<file path="config.mk">
export PLATFORM = sky130hd
export DESIGN_NAME = cpu7_ifu_ibus
export DESIGN_NICKNAME = d
export VERILOG_FILES = /design/src/rtl/cpu7_ifu_ibus.sv
export SDC_FILE = /design/constraint.sdc
export NUM_CORES = 1
export LEC_CHECK = 0
export BUFFER_PORTS_ARGS = -buffer_cell sky130_fd_sc_hd__buf_4
export CELL_PAD_IN_SITES_DETAIL_PLACEMENT = 1
export CELL_PAD_IN_SITES_GLOBAL_PLACEMENT = 1
export CORE_MARGIN = 2
export CORE_UTILIZATION = 23
export DETAILED_ROUTE_END_ITERATION = 6
export GPL_ROUTABILITY_DRIVEN = 0
export GPL_TIMING_DRIVEN = 0
export PLACE_DENSITY_LB_ADDON = 0.1
export SLEW_MARGIN = 20
export SYNTH_ARGS = -nofsm -noshare
export SYNTH_HDL_FRONTEND = slang
export SYNTH_SLANG_ARGS = --single-unit
</file>
<file path="constraint.sdc">
create_clock -name clock -period 1.6 [get_ports clock]
set_input_delay 0.16 -clock clock [delete_from_list [all_inputs] [get_ports clock]]
set_output_delay 0.16 -clock clock [all_outputs]
set_load 0.01 [all_outputs]
</file>
<file path="src/rtl/cpu7_ifu_ibus.sv">
// Instruction-fetch bus adapter: one outstanding single-word fetch, redirect (cancel) handling, ADEF on misaligned PC.
// Define CPU7_IFU_IBUS_RESP_REG_EN to register the response one cycle after ibus_rvalid.
module cpu7_ifu_ibus (
  input  logic         clock,
  input  logic         reset,
  input  logic         inst_req,
  input  logic [31:0]  inst_addr,
  input  logic         inst_cancel,
  output logic         inst_addr_ok,
  output logic         inst_valid,
  output logic         inst_ex,
  output logic [5:0]   inst_exccode,
  output logic [127:0] inst_rdata,
  output logic [1:0]   inst_count,
  output logic         inst_uncache,
  output logic         ibus_req,
  output logic [31:0]  ibus_addr,
  input  logic         ibus_gnt,
  input  logic         ibus_rvalid,
  input  logic [31:0]  ibus_rdata,
  input  logic         ibus_err
);

  localparam int unsigned ADDR_W = 32;
  localparam int unsigned WORD_W = 32;
  localparam int unsigned CODE_W = 6;
  localparam int unsigned PAD_W  = 128 - WORD_W;

  localparam logic [2:0] IDLE      = 3'd0;
  localparam logic [2:0] WAIT_GNT  = 3'd1;
  localparam logic [2:0] WAIT_RESP = 3'd2;
  localparam logic [2:0] DROP      = 3'd3;
  localparam logic [2:0] ALIGN_EX  = 3'd4;

  localparam logic [CODE_W-1:0] EXC_NONE = 6'h00;
  localparam logic [CODE_W-1:0] EXC_ADEF = 6'h08;
  localparam logic [CODE_W-1:0] EXC_BUS  = 6'h0A;

  logic [2:0]        state, state_nxt;
  logic [ADDR_W-1:0] addr_q, addr_nxt;
  logic              drop_q, drop_nxt;

  logic              resp_valid_c;
  logic              resp_ex_c;
  logic [CODE_W-1:0] resp_code_c;
  logic [WORD_W-1:0] resp_word_c;

  // Next state, bus handshake and unregistered response
  always_comb begin
    state_nxt    = state;
    addr_nxt     = addr_q;
    drop_nxt     = drop_q;
    ibus_req     = 1'b0;
    ibus_addr    = addr_q;
    inst_addr_ok = 1'b0;
    resp_valid_c = 1'b0;
    resp_ex_c    = 1'b0;
    resp_code_c  = EXC_NONE;
    resp_word_c  = '0;
    case (state)
      IDLE: begin
        if (inst_req && !inst_cancel) begin
          addr_nxt = inst_addr;
          if (inst_addr[1:0] == 2'b00) begin
            ibus_req  = 1'b1;
            ibus_addr = inst_addr;
            if (ibus_gnt) begin
              inst_addr_ok = 1'b1;
              state_nxt    = WAIT_RESP;
            end else begin
              state_nxt = WAIT_GNT;
            end
          end else begin
            inst_addr_ok = 1'b1;
            state_nxt    = ALIGN_EX;
          end
        end
      end
      WAIT_GNT: begin
        ibus_req = 1'b1;
        if (inst_cancel) drop_nxt = 1'b1;
        // A granted-but-cancelled request must still drain its response
        if (ibus_gnt) begin
          inst_addr_ok = 1'b1;
          drop_nxt     = 1'b0;
          state_nxt    = (drop_q || inst_cancel) ? DROP : WAIT_RESP;
        end
      end
      WAIT_RESP: begin
        if (ibus_rvalid) begin
          state_nxt = IDLE;
          if (!inst_cancel) begin
            resp_valid_c = 1'b1;
            resp_ex_c    = ibus_err;
            resp_code_c  = ibus_err ? EXC_BUS : EXC_NONE;
            resp_word_c  = ibus_rdata;
          end
        end else if (inst_cancel) begin
          state_nxt = DROP;
        end
      end
      DROP: begin
        if (ibus_rvalid) state_nxt = IDLE;
      end
      ALIGN_EX: begin
        state_nxt = IDLE;
        if (!inst_cancel) begin
          resp_valid_c = 1'b1;
          resp_ex_c    = 1'b1;
          resp_code_c  = EXC_ADEF;
        end
      end
      default: state_nxt = IDLE;
    endcase
    if (reset) begin
      ibus_req     = 1'b0;
      inst_addr_ok = 1'b0;
      resp_valid_c = 1'b0;
      resp_ex_c    = 1'b0;
      resp_code_c  = EXC_NONE;
      resp_word_c  = '0;
    end
  end

  always_ff @(posedge clock) begin
    if (reset) begin
      state  <= IDLE;
      addr_q <= '0;
      drop_q <= 1'b0;
    end else begin
      state  <= state_nxt;
      addr_q <= addr_nxt;
      drop_q <= drop_nxt;
    end
  end

  logic out_valid;

`ifdef CPU7_IFU_IBUS_RESP_REG_EN
  logic              resp_valid_q;
  logic              resp_ex_q;
  logic [CODE_W-1:0] resp_code_q;
  logic [WORD_W-1:0] resp_word_q;

  always_ff @(posedge clock) begin
    if (reset) begin
      resp_valid_q <= 1'b0;
      resp_ex_q    <= 1'b0;
      resp_code_q  <= EXC_NONE;
      resp_word_q  <= '0;
    end else begin
      resp_valid_q <= resp_valid_c;
      resp_ex_q    <= resp_ex_c;
      resp_code_q  <= resp_code_c;
      resp_word_q  <= resp_word_c;
    end
  end

  // A redirect in the presentation cycle still kills the registered response
  assign out_valid    = resp_valid_q && !inst_cancel && !reset;
  assign inst_ex      = out_valid && resp_ex_q;
  assign inst_exccode = out_valid ? resp_code_q : EXC_NONE;
  assign inst_rdata   = out_valid ? {PAD_W'(0), resp_word_q} : '0;
`else
  assign out_valid    = resp_valid_c;
  assign inst_ex      = resp_ex_c;
  assign inst_exccode = resp_code_c;
  assign inst_rdata   = {PAD_W'(0), resp_word_c};
`endif

  assign inst_valid   = out_valid;
  assign inst_count   = 2'd1;
  assign inst_uncache = 1'b1;

endmodule

</file>
* After elaboration in Yosys (flattened, before gate mapping)
Cells that the tools add are included.
** Storage, ports and cells
- Register bits after elaboration :: 36
- Output and inout port bits :: 173
- Logic and storage cells :: 61
** Cells by class
- Eq/ne operators :: 8
- Muxes and demuxes :: 41
- Reduce and logical (&&, ||, !) cells :: 9
** Operator list (count)
- 32-bit 2-to-1 mux :: 7
- 3-bit 2-to-1 mux :: 6
- 1-bit 2-to-1 mux :: 16
- 4-bit 2-to-1 mux :: 4
- 3-bit case mux with 4 select lines :: 1
- 1-bit case mux with 2 select lines :: 4
- 4-bit case mux with 2 select lines :: 1
- 3-bit by 2-bit equality test with 1-bit output (second input constant) :: 2
- 6-bit 2-to-1 mux :: 1
- 2-bit != test (second input constant) :: 3
- 2-bit AND reduction :: 2
- 4-bit AND reduction :: 1
- 3-bit by 1-bit equality test with 1-bit output (second input constant) :: 1
- 3-bit equality test (second input constant) :: 1
- 3-bit zero test :: 1
- 3-bit != test (second input constant) :: 1
- 2-bit zero test :: 1
- 2-bit 2-to-1 mux :: 1
- 2-bit nonzero test :: 1
- 1-bit logical AND :: 1
- 1-bit zero test :: 1
- 1-bit logical OR :: 1

* Depth between registers and ports, before layout
Gate-level depths: netlist of run 1.
- Word-level depth :: 5
- Mapped depth :: 7

* Least setup slack after synthesis of run 1
No wires, ideal clock.
- Path kind :: flip-flop to output port
- Start point :: register state[2]
- End point :: output port ibus_addr[14]
- Arrival :: 1.551 ns
- Path slack :: -0.111 ns
- Stages on the path, launching flop included :: 7
- Buffers on the path :: 2
- Path through :: dfxtp_1 > buf_6 > or3_4 > nor2_4 > nand2_4 > buf_6 > mux2_4
** On the way
- Word-level cells in the longest chain between the ends :: 2
** Ends and longest elaborated chain
- start, declared :: line 39 : logic [2:0] state, state_nxt;
- start signal, assigned :: line 131 : state <= state_nxt;
- 3-bit zero test :: line 60 : case (state)
- 32-bit 2-to-1 mux :: line 60
- end, declared :: line 17 : output logic [31:0] ibus_addr,
Every way passes these cells.

* Worst setup path after layout of run 1
- Start point :: register state[2]
- End point :: output port ibus_addr[30]
The elaborated chain is that of the path after synthesis.

==> run summary, run 1 <==
Placed Cells: 776
CTS Root Cell: clkbuf_16
Antenna diode count: 0
Asr flop ratio synth: 0%
Max-slew violations: 0
Worst path slowest cell: or3_4
Worst R2R Start: state[2]$_SDFFE_PP0P_
DIE HEIGHT: 117 um
Synth cell count leaders: 104 x buf_4, 67 x nand2_1, 36 x and2_1, 36 x dfxtp_1, 35 x a21oi_1
Via count: 2970
Core Rows: 41
Gr usage total: 13.3%
Worst Skew: 0.00561 ns
Via density: 3.71
Synth Warn #: 0
Nets@finish: 699
Most used DFF post-synth: dfxtp_1
Post-Route WL: 9810 um
Hold Path Depth: 2
PwrDens: 608 nW/um2
Clock latency on the worst-skew pair: 0.28 ns
Post-synth top area share: 26.6%
Min-Delay Path Class: in2reg
WP data required: 1.44 ns
Clk sink count: 36
Vias in the first global route: 2772
Seq cells post-synth: 36
CTS tree: built
CP Capture Type: output pin
Dpl cell area: 4590 um2
Top cells by area, synth: buf_4 27%, dfxtp_1 25%, mux2_4 14%
Total chip power: 3.18 mW
Seq pwr share: 31.5%
Die Width: 117 um
Non-Filler Instances: 801
Crit path time final: 2.11 ns
CTS Buf Count: 5
Internal power: 2.22 mW
Highest clock rate: 474 MHz
Clk pin slew, worst setup/hold paths: 0.06 ns
Reg2Reg Capture Point: addr_q[25]$_SDFFE_PP0P_
Startpoint Class: register
Max-cap check violation count: 0
Hpwl dp: 7770 um
Worst hold start: ibus_gnt
Final setup fails: 101
Critical-path maximum fanout: 5
Mapped Cells: 363
Ratio of cells with drive above 1 in the final layout: 53.4%
R2r setup slk: -0.24 ns
DRT Pass-1 Iters: 3
Most frequent CP cell: buf_12
Final core utilization: 41.8%
Most common cell in the netlist: buf_4
Setup TNS: -35.84 ns
Cell taking the most area after synthesis: buf_4
Worst Path Arrival: 1.95 ns
Worst slack, placed: -0.349 ns
Switching power: 0.961 mW
Clock H-tree levels: 2
Max VDD drop: 0.382 mV
Comb power frac: 38.3%
Failing checks: negative setup slack
Period utilisation layout: 132%
First-pass GRT wire length: 14200 um
Area growth from synthesis to layout: 78.7%
Core Region: 12500 um2
Initial core utilization: 23.4%
Fin area: 5240 um2
PortBufs: 140
Drt first-iter violations: 22
Hold slack: 0.122 ns
Hold Vio Cnt, Final: 0
Sw frac: 30.2%
DRC errors left: 0
Setup ws final: -0.512 ns
Clock buffer depth: 2
R2R cell count: 7
Status: finished, violations left
Wire per inst: 12.2 um
Setup Crit Path Kind: reg2out
Leak Pwr: 2.83 nW
Cell family with most CP delay: simple AND/OR/NAND/NOR gates
WP buf/inv: 3
Unique cell type count in the Yosys netlist: 32
Unrepaired setup endpoints after global routing: yes
Overflow after GRT: 0
Full die area: 13700 um2
Crit-path cells: or3_4 -> nor2_4 -> nand2_4 -> buf_12 -> buf_12 -> mux2_4 -> buf_6
Slew HR: 60.6%
Clock share of power: 30.2%
Critical Path Source: state[2]$_SDFFE_PP0P_
Delay of the slowest critical-path stage: 0.39 ns
Mapped Area: 2930 um2
Part of the Yosys area used for sequential elements: 24.6%
Syn avg cell area: 8.07 um2
Hold Path End: drop_q$_SDFFE_PP0P_
Largest net degree at the start of global routing: 13
Post-synth EDFFs: 0
IO Count: 244
Slew of the pin with the lowest slew margin: 0.591 ns
Post-DRT Antenna Nets: 0
Initial antenna violation count: 0
[power groups by stage]
| stage | registers (mW) | logic, mW | clock network (mW) |
|---|---|---|---|
| after floorplan | 1.01 | 0.693 | 0 |
| final | 1.00 | 1.22 | 0.962 |
| after global routing | 1.01 | 1.34 | 1.05 |
| after global placement | 1.02 | 1.04 | 0 |
| after CTS | 1.00 | 1.20 | 1.02 |
| after detailed placement | 1.02 | 1.05 | 0 |
[cells in the final DEF (no fill, tap or decap), types with 2 or more instances in the layout]
cell / synthesis / layout
a21oi_1: 35 / 34
and2_1: 36 / 31
and2_4: 0 / 5
buf_12: 0 / 5
buf_16: 0 / 2
buf_2: 6 / 3
buf_4: 104 / 219
buf_6: 4 / 42
clkbuf_1: 9 / 4
clkbuf_16: 0 / 5
clkbuf_8: 0 / 3
clkinv_2: 0 / 2
conb_1: 2 / 103
dfxtp_1: 36 / 33
dfxtp_4: 0 / 2
inv_1: 3 / 3
mux2_2: 3 / 2
mux2_4: 27 / 28
nand2_1: 67 / 66
nand2b_1: 3 / 2
nor2_1: 4 / 3
nor2_4: 1 / 2
nor3_1: 4 / 3
o21ai_0: 4 / 2
[layer usage]
layer	share of wire (%)	vias up	routed length, um	track usage, %
met5	0	-	0	0
met1	36	1342	3540	14.7
li1	-	1491	-	-
met4	0.56	0	55	2.35
met3	11	4	1060	4.02
met2	53	133	5150	25.3
[kinds of logic after synthesis]
group,after synthesis,synth area share (%)
compound gates,44,8.03
xor+xnor,1,0.299
buf+inv,126,30.7
flops,36,24.6
mux,30,15.0
other cells,2,0.256
simple gates,124,21.1
[sequential cells by signal, summed over array words and instances, names as in the netlist]
register  count
state         3
drop_q        1
addr_q       32
[timing repair]
action                     4_1_cts  5_1_grt
cloned                           4        0
buffers inserted                14        4
hold buffers                     0        0
gates resized for setup         75       14
setup endpoints to repair      101      102
pin swaps                        8        5
[cell type report]
cell class | count | area, um2
Buffer | 120 | 946
Clock buffer | 5 | 125
Clock inverter | 3 | 18.8
Fill cell | 1571 | 7280
Inverter | 3 | 11.3
Multi-Input combinational cell | 302 | 1770
Sequential cell | 36 | 729
Tap cell | 172 | 215
Timing Repair Buffer | 160 | 1420
[worst max-delay path by stage]
stage                    end  slack (ns)  cells after the start
2_1_floorplan  ibus_addr[14]       -0.06                      6
3_3_place_gp   ibus_addr[11]       -0.33                      7
3_5_place_dp   ibus_addr[30]       -0.35                      7
4_1_cts        ibus_addr[30]       -0.55                      7
5_1_grt         ibus_addr[2]       -0.57                      7
6_report       ibus_addr[30]       -0.51                      7
No activity file was read; power rests on OpenSTA's default activity.
==> run 2: changes to the inputs <==
--- a/config.mk
+++ b/config.mk
@@ -12,7 +12,6 @@
 export CORE_UTILIZATION = 23
 export DETAILED_ROUTE_END_ITERATION = 6
 export GPL_ROUTABILITY_DRIVEN = 0
-export GPL_TIMING_DRIVEN = 0
 export PLACE_DENSITY_LB_ADDON = 0.1
 export SLEW_MARGIN = 20
 export SYNTH_ARGS = -nofsm -noshare
==> constraint.sdc (replaced) <==
create_clock -name clock -period 1.85 [get_ports clock]
set_input_delay 0.185 -clock clock [delete_from_list [all_inputs] [get_ports clock]]
set_output_delay 0.185 -clock clock [all_outputs]
set_load 0.01 [all_outputs]
==> run summary, run 2 (synthesis gave the netlist of run 1 again) <==
Clock latency on the worst-skew pair: 0.28 ns
Slew of the pin with the lowest slew margin: 0.482 ns
Max VDD drop: 0.260 mV
Worst Skew: 0.00453 ns
Max reg flops: 32
Clock H-tree levels: 2
Routed wl met2: 4400 um
Crit-path cells: or3_4 -> buf_6 -> nor3_4 -> buf_4 -> buf_6 -> and2_1 -> buf_4
Core Region: 12500 um2
Setup Crit Path Kind: reg2out
Post-Route WL: 8560 um
Cts hold-fix bufs: 0
Crit path time final: 2.02 ns
Critical-path maximum fanout: 8
Leak Pwr: 2.17 nW
Max-cap check violation count: 0
Clk sink count: 36
Status: finished, violations left
Core Rows: 41
Max-slew violations: 0
First-pass GRT wire length: 12300 um
DIE HEIGHT: 117 um
DR top layer: met4
Ratio of cells with drive above 1 in the final layout: 42.8%
Worst Path Arrival: 1.83 ns
Slew HR: 67.5%
Gr usage total: 11.4%
Largest net degree at the start of global routing: 33
Wire per inst: 12.6 um
Period utilisation layout: 109%
Setup TNS: -8.78 ns
Min-Delay Path Class: in2reg
Hpwl dp: 6490 um
Hold Vio Cnt, Final: 0
Vias in the first global route: 2367
Clk pin slew, worst setup/hold paths: 0.06 ns
Failing checks: negative setup slack
DRC errors left: 0
Full die area: 13700 um2
WP data required: 1.66 ns
Die Width: 117 um
Final setup fails: 65
PwrDens: 588 nW/um2
Met1 Wirelength: 3370 um
IO Count: 244
Overflow after GRT: 0
Hold slack: 0.154 ns
Cell family with most CP delay: simple AND/OR/NAND/NOR gates
Worst path slowest cell: or3_4
Initial antenna violation count: 0
Area growth from synthesis to layout: 45.4%
Nets@finish: 580
Met3 WL: 735 um
DRT Pass-1 Iters: 4
Via count: 2560
Startpoint Class: register
Post-DRT Antenna Nets: 0
Setup ws final: -0.168 ns
Top Registers: addr_q x32, state x3, drop_q x1
CP Capture Type: output pin
Drt first-iter violations: 49
CTS Buf Count: 5
Antenna diode count: 0
Via density: 3.76
CTS Root Cell: clkbuf_16
Highest clock rate: 496 MHz
Clock buffer depth: 2
PortBufs: 140
Reg with most FFs: addr_q
Delay of the slowest critical-path stage: 0.40 ns
Initial core utilization: 23.4%
CTS tree: built
Unrepaired setup endpoints after global routing: yes
WP buf/inv: 4
Commonest non-fill, non-tap cell in the layout: buf_4
Commonest cells after routing, fill and taps aside: 111 x buf_4, 103 x conb_1, 67 x nand2_1
## run 2: changes by cell type in the layout (fill, tap and decap cells not counted), moves of 2 or more
cell      change
buf_16        -2
clkbuf_8      -3
buf_6         +4
dfxtp_4       -2
buf_4       -108
dfxtp_1       +2
clkbuf_1      -3
and2_4        +7
and2_1        -7
buf_2         -3
## run 2: worst paths after layout
check | from | endpoint | slack [ns] | cells after the start
hold / removal | ibus_gnt | drop_q$_SDFFE_PP0P_ | 0.15 | 2
setup / recovery | state[0]$_SDFFE_PP0P_ | inst_rdata[0] | -0.17 | 7
hold reg to reg | addr_q[21]$_SDFFE_PP0P_ | addr_q[21]$_SDFFE_PP0P_ | 0.45 | 2
setup reg to reg | state[0]$_SDFFE_PP0P_ | addr_q[16]$_SDFFE_PP0P_ | 0.20 | 8
## run 2: cell type report
class                           count  area [um2]
Tap cell                          172         215
Clock buffer                        6         129
Timing Repair Buffer              161        1430
Clock inverter                      1        5.00
Sequential cell                    36         722
Multi-Input combinational cell    302        1750
Inverter                            3        11.3
Fill cell                        1539        8260
## run 2: per-stage QoR
step / cells / utilization, % / instance area (um2) / setup slack, ns / power (mW)
detailed placement: 665 / 30.6 / 3830 / 0.0957 / 1.64
global placement: 665 / 30.6 / 3830 / 0.115 / 1.63
finish: 681 / 34.0 / 4260 / -0.168 / 2.51
CTS: 680 / 32.6 / 4090 / -0.177 / 2.50
floorplan: 464 / - / 3310 / 0.114 / 1.47
global route: 681 / 34.0 / 4260 / -0.244 / 2.67
## run 2: worst register-to-register path: cells and delay by family (launching register included)
kind / cells / cell delay [ns]
compound gates: 1 / 0.12
buf+inv: 4 / 0.53
flops: 1 / 0.31
simple gates: 3 / 0.62
## run 2: timing repair
| item | CTS | global route |
|---|---|---|
| resized for setup | 13 | 60 |
| pin swaps | 1 | 11 |
| endpoints found under the setup margin | 67 | 69 |
| setup buffers | 7 | 3 |
| cloned | 1 | 1 |
## run 2: power by group
| part | switching (mW) | internal [mW] | leakage [nW] |
|---|---|---|---|
| clock | 0.313 | 0.489 | 0.0667 |
| combinational | 0.416 | 0.426 | 1.81 |
| sequential | 0.0273 | 0.835 | 0.294 |
## run 2: routing by layer
layer / track usage (%) / vias to the layer above
met5: 0 / -
met4: 2.35 / 0
met3: 3.30 / 4
met2: 20.2 / 124
met1: 13.9 / 1184
li1: - / 1248
==> run 3: changes to the inputs <==
--- a/config.mk
+++ b/config.mk
@@ -13,6 +13,7 @@
 export DETAILED_ROUTE_END_ITERATION = 6
 export GPL_ROUTABILITY_DRIVEN = 0
 export PLACE_DENSITY_LB_ADDON = 0.1
+export RECOVER_POWER = 50
 export SLEW_MARGIN = 20
 export SYNTH_ARGS = -nofsm -noshare
 export SYNTH_HDL_FRONTEND = slang
==> run summary, run 3 (synthesis gave the netlist of run 1 again) <==
Post-Route WL: 8550 um
Max VDD drop: 0.260 mV
FILL cells: 1541
Crit path to: inst_rdata[0]
Clk pin slew, worst setup/hold paths: 0.06 ns
Vias in the first global route: 2367
Final core utilization: 34.0%
Worst R2R Start: state[0]$_SDFFE_PP0P_
GRT met1 Usage: 13.9%
Hpwl dp: 6490 um
CTS Root Cell: clkbuf_16
Drt first-iter violations: 51
Initial antenna violation count: 0
Hold slack: 0.155 ns
WP data required: 1.66 ns
Critical path depth: 7
Reg2Reg Capture Point: addr_q[16]$_SDFFE_PP0P_
Unrepaired setup endpoints after global routing: yes
Startpoint Class: register
Total chip power: 2.50 mW
Period utilisation layout: 109%
Worst Skew: 0.00443 ns
Met3 Use GR: 3.30%
DRC errors left: 0
Nets@finish: 580
R2R cell count: 8
Via count: 2563
Worst Path Arrival: 1.83 ns
FF/Latch Area: 722 um2
Clock H-tree levels: 2
Critical Path Source: state[0]$_SDFFE_PP0P_
Initial core utilization: 23.4%
Delay of the slowest critical-path stage: 0.40 ns
First-pass GRT wire length: 12300 um
Hold Vio Cnt, Final: 0
Worst slack, placed: 0.0957 ns
Full die area: 13700 um2
Via density: 3.76
Wire per inst: 12.5 um
Die Width: 117 um
Final setup fails: 65
Fin area: 4250 um2
Top Registers: addr_q x32, state x3, drop_q x1
Ratio of cells with drive above 1 in the final layout: 42.6%
CTS tree: built
Max reg flops: 32
Clock latency on the worst-skew pair: 0.28 ns
Max-slew violations: 0
Gr usage total: 11.4%
Clock buffer depth: 2
Status: finished, violations left
IO Count: 244
Worst path slowest cell: or3_4
Dpl cell area: 3830 um2
Highest clock rate: 496 MHz
WP buf/inv: 4
Core Rows: 41
Post-DRT Antenna Nets: 0
CP Capture Type: output pin
Commonest non-fill, non-tap cell in the layout: buf_4
Area growth from synthesis to layout: 45.2%
Core Region: 12500 um2
Max-cap check violation count: 0
PwrDens: 588 nW/um2
Setup Crit Path Kind: reg2out
DIE HEIGHT: 117 um
Cts hold-fix bufs: 0
Largest net degree at the start of global routing: 33
Min-Delay Path Class: in2reg
Cell family with most CP delay: simple AND/OR/NAND/NOR gates
Crit-path cells: or3_4 -> buf_6 -> nor3_4 -> buf_4 -> buf_6 -> and2_1 -> buf_4
Met2 GRT Util: 20.2%
Clk sink count: 36
Crit path time final: 2.02 ns
DRT Pass-1 Iters: 4
Failing checks: negative setup slack
CTS Buf Count: 5
Setup ws final: -0.166 ns
PortBufs: 140
Grt peak-use layer: met2
Overflow after GRT: 0
Multi-input gate area: 1750 um2
R2r setup slk: 0.06 ns
Antenna diode count: 0
Reg with most FFs: addr_q
Critical-path maximum fanout: 8
Commonest cells after routing, fill and taps aside: 107 x buf_4, 103 x conb_1, 67 x nand2_1
Leak Pwr: 2.16 nW
[run 3: cell count changes in the layout (fill, tap and decap cells not counted), sizes merged]
cell and change:
clkbuf +3, buf -3
[run 3: final cells by class]
class / count / area share (%)
multi-input combinational: 302 / 41.1
timing repair buffer: 161 / 33.5
sequential: 36 / 17.0
tap: 172 / 5.06
clock buffer: 6 / 3.03
inverter: 3 / 0.265
clock inverter: 1 / 0.118
[run 3: per-stage QoR]
step                      TNS [ns]  cells
after floorplan                  0    464
after global placement           0    665
after detailed placement         0    665
after CTS                   -10.51    680
after global routing        -13.52    681
final                        -8.75    681
[run 3: report_power, final]
group          internal [mW]  total [mW]  leakage [nW]  switching (mW)
clock                  0.489       0.803        0.0667           0.314
sequential             0.835       0.862         0.294          0.0272
combinational          0.423       0.838          1.80           0.415
[run 3: worst min-delay path by stage]
stage | start | end | slack, ns | depth (start not counted)
global route | inst_addr[30] | addr_q[30]$_SDFFE_PP0P_ | 0.16 | 3
floorplan | ibus_gnt | drop_q$_SDFFE_PP0P_ | 0.30 | 1
global placement | addr_q[18]$_SDFFE_PP0P_ | addr_q[18]$_SDFFE_PP0P_ | 0.44 | 2
finish | ibus_gnt | drop_q$_SDFFE_PP0P_ | 0.15 | 2
CTS | ibus_gnt | drop_q$_SDFFE_PP0P_ | 0.15 | 2
detailed placement | ibus_gnt | drop_q$_SDFFE_PP0P_ | 0.45 | 2
[run 3: worst reg2reg max path: cells and delay by family (launching register included)]
kind                   cells  cell delay (ns)
DFF                        1             0.31
and+or+nand+nor            3             0.64
buffers and inverters      4             0.64
AOI/OAI and AO/OA          1             0.13
[run 3: layer usage]
layer / vias to the layer above / share of wire (%)
met5: - / 0
li1: 1247 / -
met4: 0 / 0.62
met2: 122 / 51
met1: 1190 / 39
met3: 4 / 8.6
[run 3: repair_timing]
action / in CTS / in global routing
endpoints found under the setup margin: 67 / 69
setup buffers: 7 / 3
pin swaps: 1 / 11
gates resized for setup: 13 / 60
cloned: 1 / 1
